File: src/rtl/mem_port_arbiter.sv
// mem_port_arbiter
// Shares one line-granular memory port between the instruction cache
// (port 0) and the data cache (port 1). One request is latched at a time,
// issued downstream, and its completion is routed back to the owner.
// Contention is resolved round-robin. An optional watchdog aborts a
// transfer that the memory never completes.
//
// Ports
//   i_clk, i_rst                 clock, synchronous active-high reset
//   i_req_valid / i_req_wr [1:0] per-port request valid / write flag
//   i_req_addr0/1, i_req_wdata0/1  per-port address and write line
//   o_req_ready / o_req_err [1:0]  one-cycle completion / abort pulse
//   o_rsp_rdata                  read line, valid while o_req_ready is set
//   o_mem_req_*, o_mem_wr_data   downstream request fields
//   i_mem_rd_data, i_mem_req_ready downstream read line / completion pulse
//   o_busy                       high whenever a transfer is in flight
//
// state | meaning
// ------+---------------------------------------------------------------
// IDLE  | no transfer; pick a winner from i_req_valid and latch it
// ISSUE | downstream request held; wait for ready or watchdog expiry
// RESP  | single cycle; pulse ready/err to the owner, advance rr pointer

module mem_port_arbiter #(
    parameter int ADDR_BITS      = 17,
    parameter int LINE_BITS      = 128,
    parameter int TIMEOUT_CYCLES = 0,
    parameter int TIMEOUT_W      = 16
) (
    input  logic                 i_clk,
    input  logic                 i_rst,
    input  logic [1:0]           i_req_valid,
    input  logic [1:0]           i_req_wr,
    input  logic [ADDR_BITS-1:0] i_req_addr0,
    input  logic [ADDR_BITS-1:0] i_req_addr1,
    input  logic [LINE_BITS-1:0] i_req_wdata0,
    input  logic [LINE_BITS-1:0] i_req_wdata1,
    output logic [1:0]           o_req_ready,
    output logic [1:0]           o_req_err,
    output logic [LINE_BITS-1:0] o_rsp_rdata,
    output logic                 o_mem_req_valid,
    output logic                 o_mem_req_wr,
    output logic [ADDR_BITS-1:0] o_mem_req_addr,
    output logic [LINE_BITS-1:0] o_mem_wr_data,
    input  logic [LINE_BITS-1:0] i_mem_rd_data,
    input  logic                 i_mem_req_ready,
    output logic                 o_busy
);

    typedef enum logic [1:0] {
        ST_IDLE  = 2'd0,
        ST_ISSUE = 2'd1,
        ST_RESP  = 2'd2
    } state_t;

    localparam bit                 WDOG_EN  = (TIMEOUT_CYCLES > 0);
    localparam logic [TIMEOUT_W-1:0] WDOG_LIM = TIMEOUT_W'(TIMEOUT_CYCLES);

    state_t                 r_state;
    logic                   r_rr_ptr;
    logic                   r_owner;
    logic                   r_err_flag;
    logic [TIMEOUT_W-1:0]   r_wdog;
    logic [1:0]             r_req_ready;
    logic [1:0]             r_req_err;
    logic [LINE_BITS-1:0]   r_rsp_rdata;
    logic                   r_mem_req_valid;
    logic                   r_mem_req_wr;
    logic [ADDR_BITS-1:0]   r_mem_req_addr;
    logic [LINE_BITS-1:0]   r_mem_wr_data;
    logic                   r_busy;

    logic                   w_any_req;
    logic                   w_winner;
    logic                   w_wdog_hit;

    // With both ports requesting the pointer decides; otherwise the single
    // requester wins, which is port 1 exactly when bit 1 is the set bit.
    always_comb begin
        w_any_req  = |i_req_valid;
        w_winner   = (&i_req_valid) ? r_rr_ptr : i_req_valid[1];
        // r_wdog holds the index of the current ISSUE cycle (first = 1).
        w_wdog_hit = WDOG_EN && (r_wdog == WDOG_LIM);
    end

    always_ff @(posedge i_clk) begin
        if (i_rst) begin
            r_state         <= ST_IDLE;
            r_rr_ptr        <= 1'b0;
            r_owner         <= 1'b0;
            r_err_flag      <= 1'b0;
            r_wdog          <= '0;
            r_req_ready     <= 2'b00;
            r_req_err       <= 2'b00;
            r_rsp_rdata     <= '0;
            r_mem_req_valid <= 1'b0;
            r_mem_req_wr    <= 1'b0;
            r_mem_req_addr  <= '0;
            r_mem_wr_data   <= '0;
            r_busy          <= 1'b0;
        end else begin
            // Completion/abort flags are single-cycle pulses.
            r_req_ready <= 2'b00;
            r_req_err   <= 2'b00;

            case (r_state)
                ST_IDLE: begin
                    if (w_any_req) begin
                        r_owner         <= w_winner;
                        r_mem_req_addr  <= w_winner ? i_req_addr1  : i_req_addr0;
                        r_mem_wr_data   <= w_winner ? i_req_wdata1 : i_req_wdata0;
                        r_mem_req_wr    <= i_req_wr[w_winner];
                        r_mem_req_valid <= 1'b1;
                        r_wdog          <= WDOG_EN ? TIMEOUT_W'(1) : '0;
                        r_busy          <= 1'b1;
                        r_state         <= ST_ISSUE;
                    end
                end

                ST_ISSUE: begin
                    // Ready takes priority over a watchdog expiry in the same cycle.
                    if (i_mem_req_ready || w_wdog_hit) begin
                        if (i_mem_req_ready) begin
                            r_rsp_rdata <= i_mem_rd_data;
                        end
                        r_err_flag      <= !i_mem_req_ready;
                        r_req_ready     <= r_owner ? 2'b10 : 2'b01;
                        r_req_err       <= i_mem_req_ready ? 2'b00
                                                           : (r_owner ? 2'b10 : 2'b01);
                        r_mem_req_valid <= 1'b0;
                        r_wdog          <= '0;
                        r_state         <= ST_RESP;
                    end else if (WDOG_EN) begin
                        r_wdog <= r_wdog + 1'b1;
                    end
                end

                ST_RESP: begin
                    r_rr_ptr <= ~r_owner;
                    r_busy   <= 1'b0;
                    r_state  <= ST_IDLE;
                end

                default: begin
                    r_mem_req_valid <= 1'b0;
                    r_busy          <= 1'b0;
                    r_state         <= ST_IDLE;
                end
            endcase
        end
    end

    assign o_req_ready     = r_req_ready;
    assign o_req_err       = r_req_err;
    assign o_rsp_rdata     = r_rsp_rdata;
    assign o_mem_req_valid = r_mem_req_valid;
    assign o_mem_req_wr    = r_mem_req_wr;
    assign o_mem_req_addr  = r_mem_req_addr;
    assign o_mem_wr_data   = r_mem_wr_data;
    assign o_busy          = r_busy;

endmodule
File: config.mk
export PLATFORM = sky130hd
export DESIGN_NAME = mem_port_arbiter
export DESIGN_NICKNAME = d
export VERILOG_FILES = /design/src/rtl/mem_port_arbiter.sv
export SDC_FILE = /design/constraint.sdc
export NUM_CORES = 1
export LEC_CHECK = 0
export CAP_MARGIN = 20
export CORE_AREA = 2 2 277 279
export DETAILED_ROUTE_END_ITERATION = 8
export DIE_AREA = 0 0 279 281
export PLACE_DENSITY = 0.5
export SETUP_SLACK_MARGIN = 0.05
export SLEW_MARGIN = 20
export SYNTH_ARGS = -nofsm -noshare
export SYNTH_HDL_FRONTEND = slang
export SYNTH_SLANG_ARGS = --single-unit
File: constraint.sdc
create_clock -name i_clk -period 1.4 [get_ports i_clk]
set_input_delay 0.28 -clock i_clk [delete_from_list [all_inputs] [get_ports i_clk]]
set_output_delay 0.28 -clock i_clk [all_outputs]
set_load 0.01 [all_outputs]
==> impl_metrics.json, run 1 <==
{
  "cts-root-buf": "clkbuf_16",
  "numPlacedInstances": 3106,
  "fillCellCount": 7950,
  "powerDensity_nw_per_um2": 1110,
  "required_ns": 1.87,
  "p_leak_nw": 8.72,
  "clk_latency_ns": 0.55,
  "hold_path_class": "in2reg",
  "worst_pin_slew_ns": 0.654,
  "outcome": "finished, violations left",
  "wirelength_um": 64300,
  "postRouteAntennaNets": 0,
  "wl_per_cell_um": 20.1,
  "io_pins": 705,
  "path_cells": "buf_6 -> buf_6 -> and3b_4 -> buf_12 -> clkbuf_16 -> nand2_4 -> a21oi_2",
  "slew_viol_final": 0,
  "via_per_inst": 4.55,
  "arrival_ns": 2.07,
  "whs_ns": 0.103,
  "die_x_um": 279,
  "vias": 14528,
  "numCtsBuffers": 36,
  "synth_top_area_cell": "dfxtp_1",
  "drt_pass1_iterations": 5,
  "drc": 0,
  "syn_inst": 1454,
  "end_kind": "register",
  "fin_nets": 2619,
  "timing.reg2reg.setup_slack_ns": -0.20,
  "routabilityCongestion": 0.853,
  "finalNonFillerCells": 3196,
  "dieHeight_um": 281,
  "critPathSlowestCell": "and3b_4",
  "ys_top_cells_by_area": "dfxtp_1 (48%), a21oi_1 (12%), a311oi_1 (11%), nand2_1 (8.3%), nand3_1 (6.3%)",
  "setup_ws_ns": -0.200,
  "antenna_found_initial": 6,
  "cp_max_fo": 8,
  "rows": 101,
  "htreeDepth": 2,
  "syn-cell-area_um2": 11700,
  "overflow": 0,
  "grt_max_degree": 60,
  "drive_gt1_share_pct": 32.0,
  "cp_common_cell": "buf_6",
  "yosysTopAreaCellShare_pct": 48.1,
  "slew_headroom_pct": 56.0,
  "timing.fmax_mhz": 625,
  "fin_crit_sh_pct": 114,
  "start_util_pct": 15.5,
  "clockBufferDepth": 3,
  "fin_crit_ns": 1.60,
  "drv_cap": 0,
  "grt_pass1_wl_um": 90700,
  "hold_viol": 0,
  "core_um2": 75400,
  "ys_ff_latch": 282,
  "grt_pass1_vias": 14514,
  "syn_area_per_cell_um2": 8.07,
  "cp-start-kind": "register",
  "ys_seq_area_share_pct": 48.1,
  "worst-setup-path-type": "reg2reg",
  "areaGrowthSynthToFinish_pct": 89.6,
  "slowest_delay_ns": 0.39,
  "grt_usage_pct": 15.1,
  "tritoncts": "built",
  "violations": "setup timing",
  "yosysWarnings": 0,
  "setup_viol": 265,
  "cts_num_sinks": 282,
  "fp.dieArea_um2": 78400,
  "port_buffers": 702,
  "synthDistinctLibCells": 27,
  "drt-initial-drc-count": 716,
  "hpwl_um": 45700,
  "path_clk_slew_ns": 0.06,
  "peakVddDrop_mv": 0.627,
  "finClkSkew_ns": 0.0185,
  "rsz0062_at_grt": "yes"
}
flip-flops by register name, summed over array words and instances, names as in the netlist:
| name | count |
|---|---|
| o_mem_req_addr | 17 |
| o_rsp_rdata | 128 |
| o_busy | 1 |
| o_mem_req_valid | 1 |
| o_req_ready | 2 |
| r_state | 2 |
| r_rr_ptr | 1 |
| o_mem_wr_data | 128 |
| r_owner | 1 |
| o_mem_req_wr | 1 |
power breakdown:
part | internal [mW] | switching, mW | total (mW) | leakage (nW)
clock | 5.41 | 3.77 | 9.18 | 0.561
sequential | 8.75 | 0.401 | 9.15 | 2.36
combinational | 3.27 | 3.01 | 6.29 | 5.80
total | 17.4 | 7.18 | 24.6 | 8.72
worst max-delay path: cells and delay by family (launching register included):
family                 cells  cell delay, ns
AO/OA/AOI/OAI              1            0.12
buffers and inverters      4            0.61
AND/OR/NAND/NOR            2            0.44
flip-flops                 1            0.33
metal layers:
metal  share of wire [%]  GRT usage (%)  vias up
met5               0.054              0        -
met1                  40           17.9     6961
met3                 7.7           3.94       87
met4                 2.5           4.51        6
li1                    -              -     6775
met2                  50           26.5      699
through the flow:
step           area (µm²)  TNS [ns]  utilization [%]  power (mW)  setup slack [ns]
2_1_floorplan       11700         0                -        11.4             0.139
3_3_place_gp        20700   -113.62             27.5        15.3            -0.623
3_5_place_dp        20700   -123.17             27.5        15.3            -0.688
4_1_cts             21500    -25.80             28.4        24.7            -0.185
5_1_grt             22200    -43.82             29.5        25.8            -0.238
6_report            22200    -26.12             29.5        24.6            -0.200
cell usage after synthesis:
| cell type | n |
|---|---|
| and2_1 | 1 |
| nand2_1 | 259 |
| nand2b_1 | 1 |
| o21ai_0 | 142 |
| conb_1 | 1 |
| buf_1 | 2 |
| nor2_1 | 3 |
| o21ai_1 | 7 |
| buf_6 | 2 |
| or2_4 | 1 |
| nand3b_1 | 1 |
| dfxtp_1 | 282 |
| and2b_1 | 1 |
| buf_2 | 109 |
| a21oi_1 | 279 |
| nor2_2 | 1 |
| clkbuf_1 | 45 |
| nor3_1 | 1 |
| buf_4 | 12 |
| clkbuf_2 | 4 |
| or3_1 | 1 |
| a311oi_1 | 146 |
| inv_2 | 1 |
| or2_1 | 1 |
| and3b_1 | 1 |
| nand3_1 | 148 |
| inv_1 | 2 |
cells in the final DEF (no fill, tap or decap), types with 37 or more instances in the layout:
cell / n
clkdlybuf4s50_1: 421
a21oi_1: 227
nand2_1: 219
buf_2: 217
dfxtp_1: 192
nand3_1: 147
a311oi_1: 136
o21ai_0: 124
buf_4: 117
dfxtp_2: 85
a21oi_2: 52
buf_6: 48
buf_12: 42
clkbuf_16: 40
nand2_4: 37
area by class of cell:
type                    count  area, µm²  share of cell area (%)
repair buffers            875       8260                    37.2
multi-input cells         996       5810                    26.1
flip-flops and latches    282       5770                    25.9
well taps                 978       1220                    5.50
clock buffers              53       1050                    4.74
clock inverters             7        100                   0.450
inverters                   3       13.8                  0.0619
diodes                      2       5.00                  0.0225
timing repair:
action,in CTS,in global routing
hold buffers,0,0
buffers inserted,10,3
cloned,11,5
gates resized for setup,1309,187
pin swaps,25,97
setup endpoints to repair,531,389
cell families (layout without fill, tap and decap cells):
logic type,count (synthesis),after routing,synth area share [%]
AOI/OAI and AO/OA,574,574,29.2
buffers and inverters,177,938,7.38
DFF,282,282,48.1
other,1,4,0.0320
and+or+nand+nor,420,420,15.3
worst paths after layout:
path | from | end | cells after the start
worst max register to register | r_state[1]$_SDFFE_PP0P_ | o_rsp_rdata[21]$_SDFFE_PP0P_ | 7
worst max-delay path | r_state[1]$_SDFFE_PP0P_ | o_rsp_rdata[21]$_SDFFE_PP0P_ | 7
worst min register to register | o_rsp_rdata[16]$_SDFFE_PP0P_ | o_rsp_rdata[16]$_SDFFE_PP0P_ | 2
worst min-delay path | i_rst | o_rsp_rdata[32]$_SDFFE_PP0P_ | 2
Note: power is estimated with default switching activity, not from simulation.
==> run 2, diff against run 1 <==
--- a/config.mk
+++ b/config.mk
@@ -9,7 +9,7 @@
 export CORE_AREA = 2 2 277 279
 export DETAILED_ROUTE_END_ITERATION = 8
 export DIE_AREA = 0 0 279 281
-export PLACE_DENSITY = 0.5
+export PLACE_DENSITY = 0.49
 export SETUP_SLACK_MARGIN = 0.05
 export SLEW_MARGIN = 20
 export SYNTH_ARGS = -nofsm -noshare
==> run 2 against run 1 <==
  * The run still ends with setup timing left
  * Critical path depth unchanged
  * Setup slack got worse by 0.015 ns
  * First-iteration DRC count decreased by 18%
  * Utilization increased by 3.0 points
  * Combinational power increased by 20%
  * Sequential power increased by 1%
  * Count of clock-buffer cells in the layout decreased by 6
  * Clock skew decreased by 0.0027 ns
  * Via count increased by 2.8%
  * Maximum frequency decreased by 0.92%
  * Die area unchanged
==> impl_metrics.json, run 2 (synthesis gave the netlist of run 1 again) <==
{
  "clk_latency_ns": 0.54,
  "slew_viol_final": 0,
  "vias": 14940,
  "fp.dieArea_um2": 78400,
  "wirelength_um": 70400,
  "hold_depth": 2,
  "powerDensity_nw_per_um2": 1070,
  "path_delay_family": "buffers and inverters",
  "postRouteAntennaNets": 0,
  "hold_start": "i_rst",
  "design_area_um2": 24500,
  "end_kind": "register",
  "setup_viol": 245,
  "hold_viol": 0,
  "via_per_inst": 4.55,
  "drv_cap": 0,
  "p_leak_nw": 9.60,
  "timing.fmax_mhz": 619,
  "timing.reg2reg.setup_slack_ns": -0.22,
  "place_ws_ns": -0.634,
  "outcome": "finished, violations left",
  "cp-start-kind": "register",
  "grt_pass1_wl_um": 95300,
  "diodes": 0,
  "rows": 101,
  "io_pins": 705,
  "grt_pass1_vias": 15054,
  "finalNonFillerCells": 3280,
  "drt-initial-drc-count": 588,
  "worst-setup-path-type": "reg2reg",
  "layout_commonest_cell": "clkdlybuf4s50_1",
  "drive_gt1_share_pct": 43.3,
  "power.total_mw": 26.3,
  "peakVddDrop_mv": 0.571,
  "drc": 0,
  "numCtsBuffers": 35,
  "path_cells": "and2b_4 -> buf_12 -> buf_8 -> buf_16 -> buf_4 -> o21ai_2 -> a311oi_1",
  "cp_max_fo": 7,
  "cts-root-buf": "clkbuf_16",
  "finClkSkew_ns": 0.0159,
  "grt_max_degree": 36,
  "holdPathEnd": "o_rsp_rdata[2]$_SDFFE_PP0P_",
  "rsz0062_at_grt": "yes",
  "setup_ws_ns": -0.215,
  "fin_crit_ns": 1.62,
  "tritoncts": "built",
  "core_um2": 75400,
  "place_area_um2": 21100,
  "rr_worst_depth": 7,
  "r2r_start": "r_rr_ptr$_SDFFE_PP0N_",
  "whs_ns": 0.0494,
  "cp_num_buf_inv": 4,
  "fin_nets": 2705,
  "cts_num_sinks": 282,
  "die_x_um": 279,
  "wl_per_cell_um": 21.5,
  "port_buffers": 702,
  "clockBufferDepth": 3,
  "violations": "setup timing",
  "path_clk_slew_ns": 0.06,
  "htreeDepth": 2,
  "numPlacedInstances": 3159,
  "required_ns": 1.83,
  "drt_pass1_iterations": 5,
  "hold_path_class": "in2reg",
  "hpwl_um": 46900,
  "critPathSlowestCell": "dfxtp_4",
  "hold_buffers": 0,
  "dieHeight_um": 281,
  "reg2reg_to": "o_mem_wr_data[6]$_SDFFE_PP0P_",
  "areaGrowthSynthToFinish_pct": 109,
  "grt_usage_pct": 16.0,
  "antenna_found_initial": 2,
  "start_util_pct": 15.5,
  "slowest_delay_ns": 0.37,
  "overflow": 0,
  "routabilityCongestion": 0.859,
  "mostFrequentLayoutCells": "clkdlybuf4s50_1 (422), buf_2 (225), dfxtp_1 (196), nand2_1 (172), nand3_1 (146)",
  "arrival_ns": 2.05,
  "fin_crit_sh_pct": 115
}
-- run 2: changes by cell type in the layout (fill, tap and decap cells not counted), moves of 21 or more --
cell,previous run,this run
a21oi_1,227,138
a21oi_2,52,134
o21ai_0,124,75
nand2_1,219,172
o21ai_2,3,46
buf_8,7,36
nand2_2,3,29
nand2_4,37,58
-- run 2: metrics by stage --
step | util [%] | setup TNS [ns]
final | 32.5 | -18.15
after floorplan | - | 0
after global routing | 32.5 | -37.21
after detailed placement | 27.9 | -113.43
after global placement | 27.9 | -104.02
after CTS | 29.8 | -17.71
-- run 2: per-layer routing --
layer	vias up	GRT usage [%]	routed length, µm
li1	6973	-	-
met1	7162	18.2	27300
met2	688	28.9	36100
met3	113	4.16	4940
met4	4	5.42	2050
met5	-	0	34
-- run 2: layout make-up --
class	count	area, µm²
Fill cell	7772	50900
Timing Repair Buffer	962	9570
Multi-Input combinational cell	996	6760
Sequential cell	282	5770
Tap cell	978	1220
Clock buffer	47	1000
Clock inverter	12	180
Inverter	3	13.8
-- run 2: worst max-delay path by stage --
stage / start / end / slack, ns / depth (start not counted)
2_1_floorplan: i_req_valid[1] / o_mem_req_addr[0]$_SDFFE_PP0P_ / 0.14 / 6
3_3_place_gp: i_req_valid[0] / o_mem_wr_data[36]$_SDFFE_PP0P_ / -0.55 / 6
3_5_place_dp: i_req_valid[0] / o_mem_wr_data[26]$_SDFFE_PP0P_ / -0.63 / 6
4_1_cts: r_rr_ptr$_SDFFE_PP0N_ / o_mem_wr_data[94]$_SDFFE_PP0P_ / -0.16 / 7
5_1_grt: r_rr_ptr$_SDFFE_PP0N_ / o_mem_wr_data[6]$_SDFFE_PP0P_ / -0.26 / 7
6_report: r_rr_ptr$_SDFFE_PP0N_ / o_mem_wr_data[6]$_SDFFE_PP0P_ / -0.22 / 7
-- run 2: worst reg2reg max path, stage by stage (launching register included) --
cell and delay [ns]:
dfxtp_4 0.37, and2b_4 0.28, buf_12 0.13, buf_8 0.12, buf_16 0.16, buf_4 0.14, o21ai_2 0.06, a311oi_1 0.25
-- run 2: where the power goes --
group          internal, mW  switching, mW
Sequential             8.75          0.481
Clock                  5.76           3.74
Combinational          4.01           3.51
-- run 2: repair_timing --
action / CTS / global route
endpoints found under the setup margin: 540 / 338
buffers inserted: 17 / 8
pin swaps: 99 / 202
gates resized for setup: 1428 / 430
gates cloned: 19 / 20
==> run 3, diff against run 2 <==
--- a/config.mk
+++ b/config.mk
@@ -9,7 +9,7 @@
 export CORE_AREA = 2 2 277 279
 export DETAILED_ROUTE_END_ITERATION = 8
 export DIE_AREA = 0 0 279 281
-export PLACE_DENSITY = 0.49
+export PLACE_DENSITY = 0.42
 export SETUP_SLACK_MARGIN = 0.05
 export SLEW_MARGIN = 20
 export SYNTH_ARGS = -nofsm -noshare
==> run 3 against run 2 <==
  * The flow still finishes with violations (setup timing)
  * Count of clock-buffer cells in the layout grew 12
  * Final cell count down 2.3%
  * Register-to-register slack better by 0.05 ns
  * First-iteration DRC count up 9.5%
==> impl_metrics.json, run 3 (synthesis gave the netlist of run 1 again) <==
{
  "path_clk_slew_ns": 0.06,
  "start_util_pct": 15.5,
  "powerDensity_nw_per_um2": 1100,
  "grt_max_degree": 62,
  "hold_buffers": 0,
  "pwr-share-comb_pct": 25.8,
  "drc": 0,
  "drive_gt1_share_pct": 35.6,
  "finalNonFillerCells": 3206,
  "outcome": "finished, violations left",
  "drt-initial-drc-count": 644,
  "rows": 101,
  "cp-start-kind": "register",
  "tritoncts": "built",
  "fin_setup_tns_ns": -9.08,
  "vias": 14464,
  "io_pins": 705,
  "cts-root-buf": "clkbuf_16",
  "grt_pass1_vias": 14206,
  "drv_cap": 0,
  "wl_met1_um": 25800,
  "fin_nets": 2619,
  "clockBufferDepth": 3,
  "wirelength_um": 67500,
  "areaGrowthSynthToFinish_pct": 97.8,
  "via_per_inst": 4.51,
  "fin_crit_sh_pct": 111,
  "drt_pass1_iterations": 5,
  "fp.dieArea_um2": 78400,
  "timing.fmax_mhz": 641,
  "highest_layer": "met5",
  "hold_viol": 0,
  "p_sw_share_pct": 29.4,
  "end_kind": "register",
  "setup_ws_ns": -0.160,
  "port_buffers": 702,
  "violations": "setup timing",
  "hold_path_class": "in2reg",
  "slew_viol_final": 0,
  "cts_num_sinks": 282,
  "antenna_found_initial": 11,
  "numCtsBuffers": 38,
  "postRouteAntennaNets": 0,
  "wl_met2_um": 33500,
  "overflow": 0,
  "cp_max_fo": 9,
  "peakVddDrop_mv": 0.618,
  "setup_viol": 180,
  "grt_usage_pct": 15.3,
  "hpwl_um": 46800,
  "final_util_pct": 30.8,
  "finClkSkew_ns": 0.0205,
  "numPlacedInstances": 3083,
  "grt_pass1_wl_um": 92200,
  "p_clk_share_pct": 38.3,
  "mostFrequentLayoutCells": "clkdlybuf4s50_1 (422), a21oi_1 (208), buf_2 (205), dfxtp_1 (196), nand2_1 (175)",
  "p_int_mw": 18.1,
  "dieHeight_um": 281,
  "core_um2": 75400,
  "layout_commonest_cell": "clkdlybuf4s50_1",
  "routabilityCongestion": 0.833,
  "place_ws_ns": -0.642,
  "die_x_um": 279,
  "required_ns": 1.85,
  "met3_length_um": 6100,
  "fin_crit_ns": 1.56,
  "seqPwrFrac_pct": 35.9,
  "wl_per_cell_um": 21.1,
  "rsz0062_at_grt": "yes",
  "power.switching_mw": 7.52,
  "htreeDepth": 2,
  "p_leak_nw": 9.01,
  "worst-setup-path-type": "reg2reg",
  "clk_latency_ns": 0.55,
  "arrival_ns": 2.01
}
-- run 3: final timing paths --
path	cells after the start	slack, ns	startpoint	end
setup reg to reg	5	-0.16	r_rr_ptr$_SDFFE_PP0N_	o_mem_wr_data[10]$_SDFFE_PP0P_
hold / removal	2	0.04	i_rst	o_mem_wr_data[75]$_SDFFE_PP0P_
setup / recovery	5	-0.16	r_rr_ptr$_SDFFE_PP0N_	o_mem_wr_data[10]$_SDFFE_PP0P_
hold reg to reg	2	0.45	o_rsp_rdata[86]$_SDFFE_PP0P_	o_rsp_rdata[86]$_SDFFE_PP0P_
-- run 3: layout make-up --
type	count	area, µm²
antenna	5	12.5
clock buffer	59	1110
clock inverter	10	126
fill	7962	52200
inverter	3	13.8
multi-input combinational	996	6230
sequential	282	5760
tap	978	1220
timing repair buffer	873	8720
-- run 3: timing repair --
| action | 4_1_cts | 5_1_grt |
|---|---|---|
| pin swaps | 59 | 174 |
| endpoints found under the setup margin | 528 | 392 |
| resized for setup | 1305 | 344 |
| cloned | 0 | 27 |
| hold endpoints to repair | 0 | 0 |
| buffers inserted | 13 | 9 |
-- run 3: power groups by stage --
stage / Combinational, mW / Clock (mW) / Sequential, mW
global route: 7.04 / 10.5 / 9.27
finish: 6.59 / 9.80 / 9.20
CTS: 5.91 / 10.2 / 9.16
floorplan: 1.89 / 0 / 9.52
global placement: 6.18 / 0 / 9.26
detailed placement: 6.19 / 0 / 9.27
-- run 3: per-stage QoR --
stage	power, mW	hold WS [ns]	cell area (µm²)
after global routing	26.8	0.0250	23200
final	25.6	0.0444	23200
after floorplan	11.4	0.416	11700
after global placement	15.4	0.442	20800
after detailed placement	15.5	0.446	20800
after CTS	25.2	0.0119	21300
-- run 3: per-layer routing --
layer | track usage, % | up-vias
met5 | 0 | -
met4 | 5.35 | 12
met3 | 5.93 | 118
met2 | 26.1 | 617
met1 | 17.3 | 6921
li1 | - | 6796
-- run 3: critical path, stage by stage (launching register included) --
cell and delay (ns):
dfxtp_4 0.38, and2b_4 0.34, buf_12 0.18, clkbuf_16 0.16, o21ai_2 0.10, a311oi_2 0.29
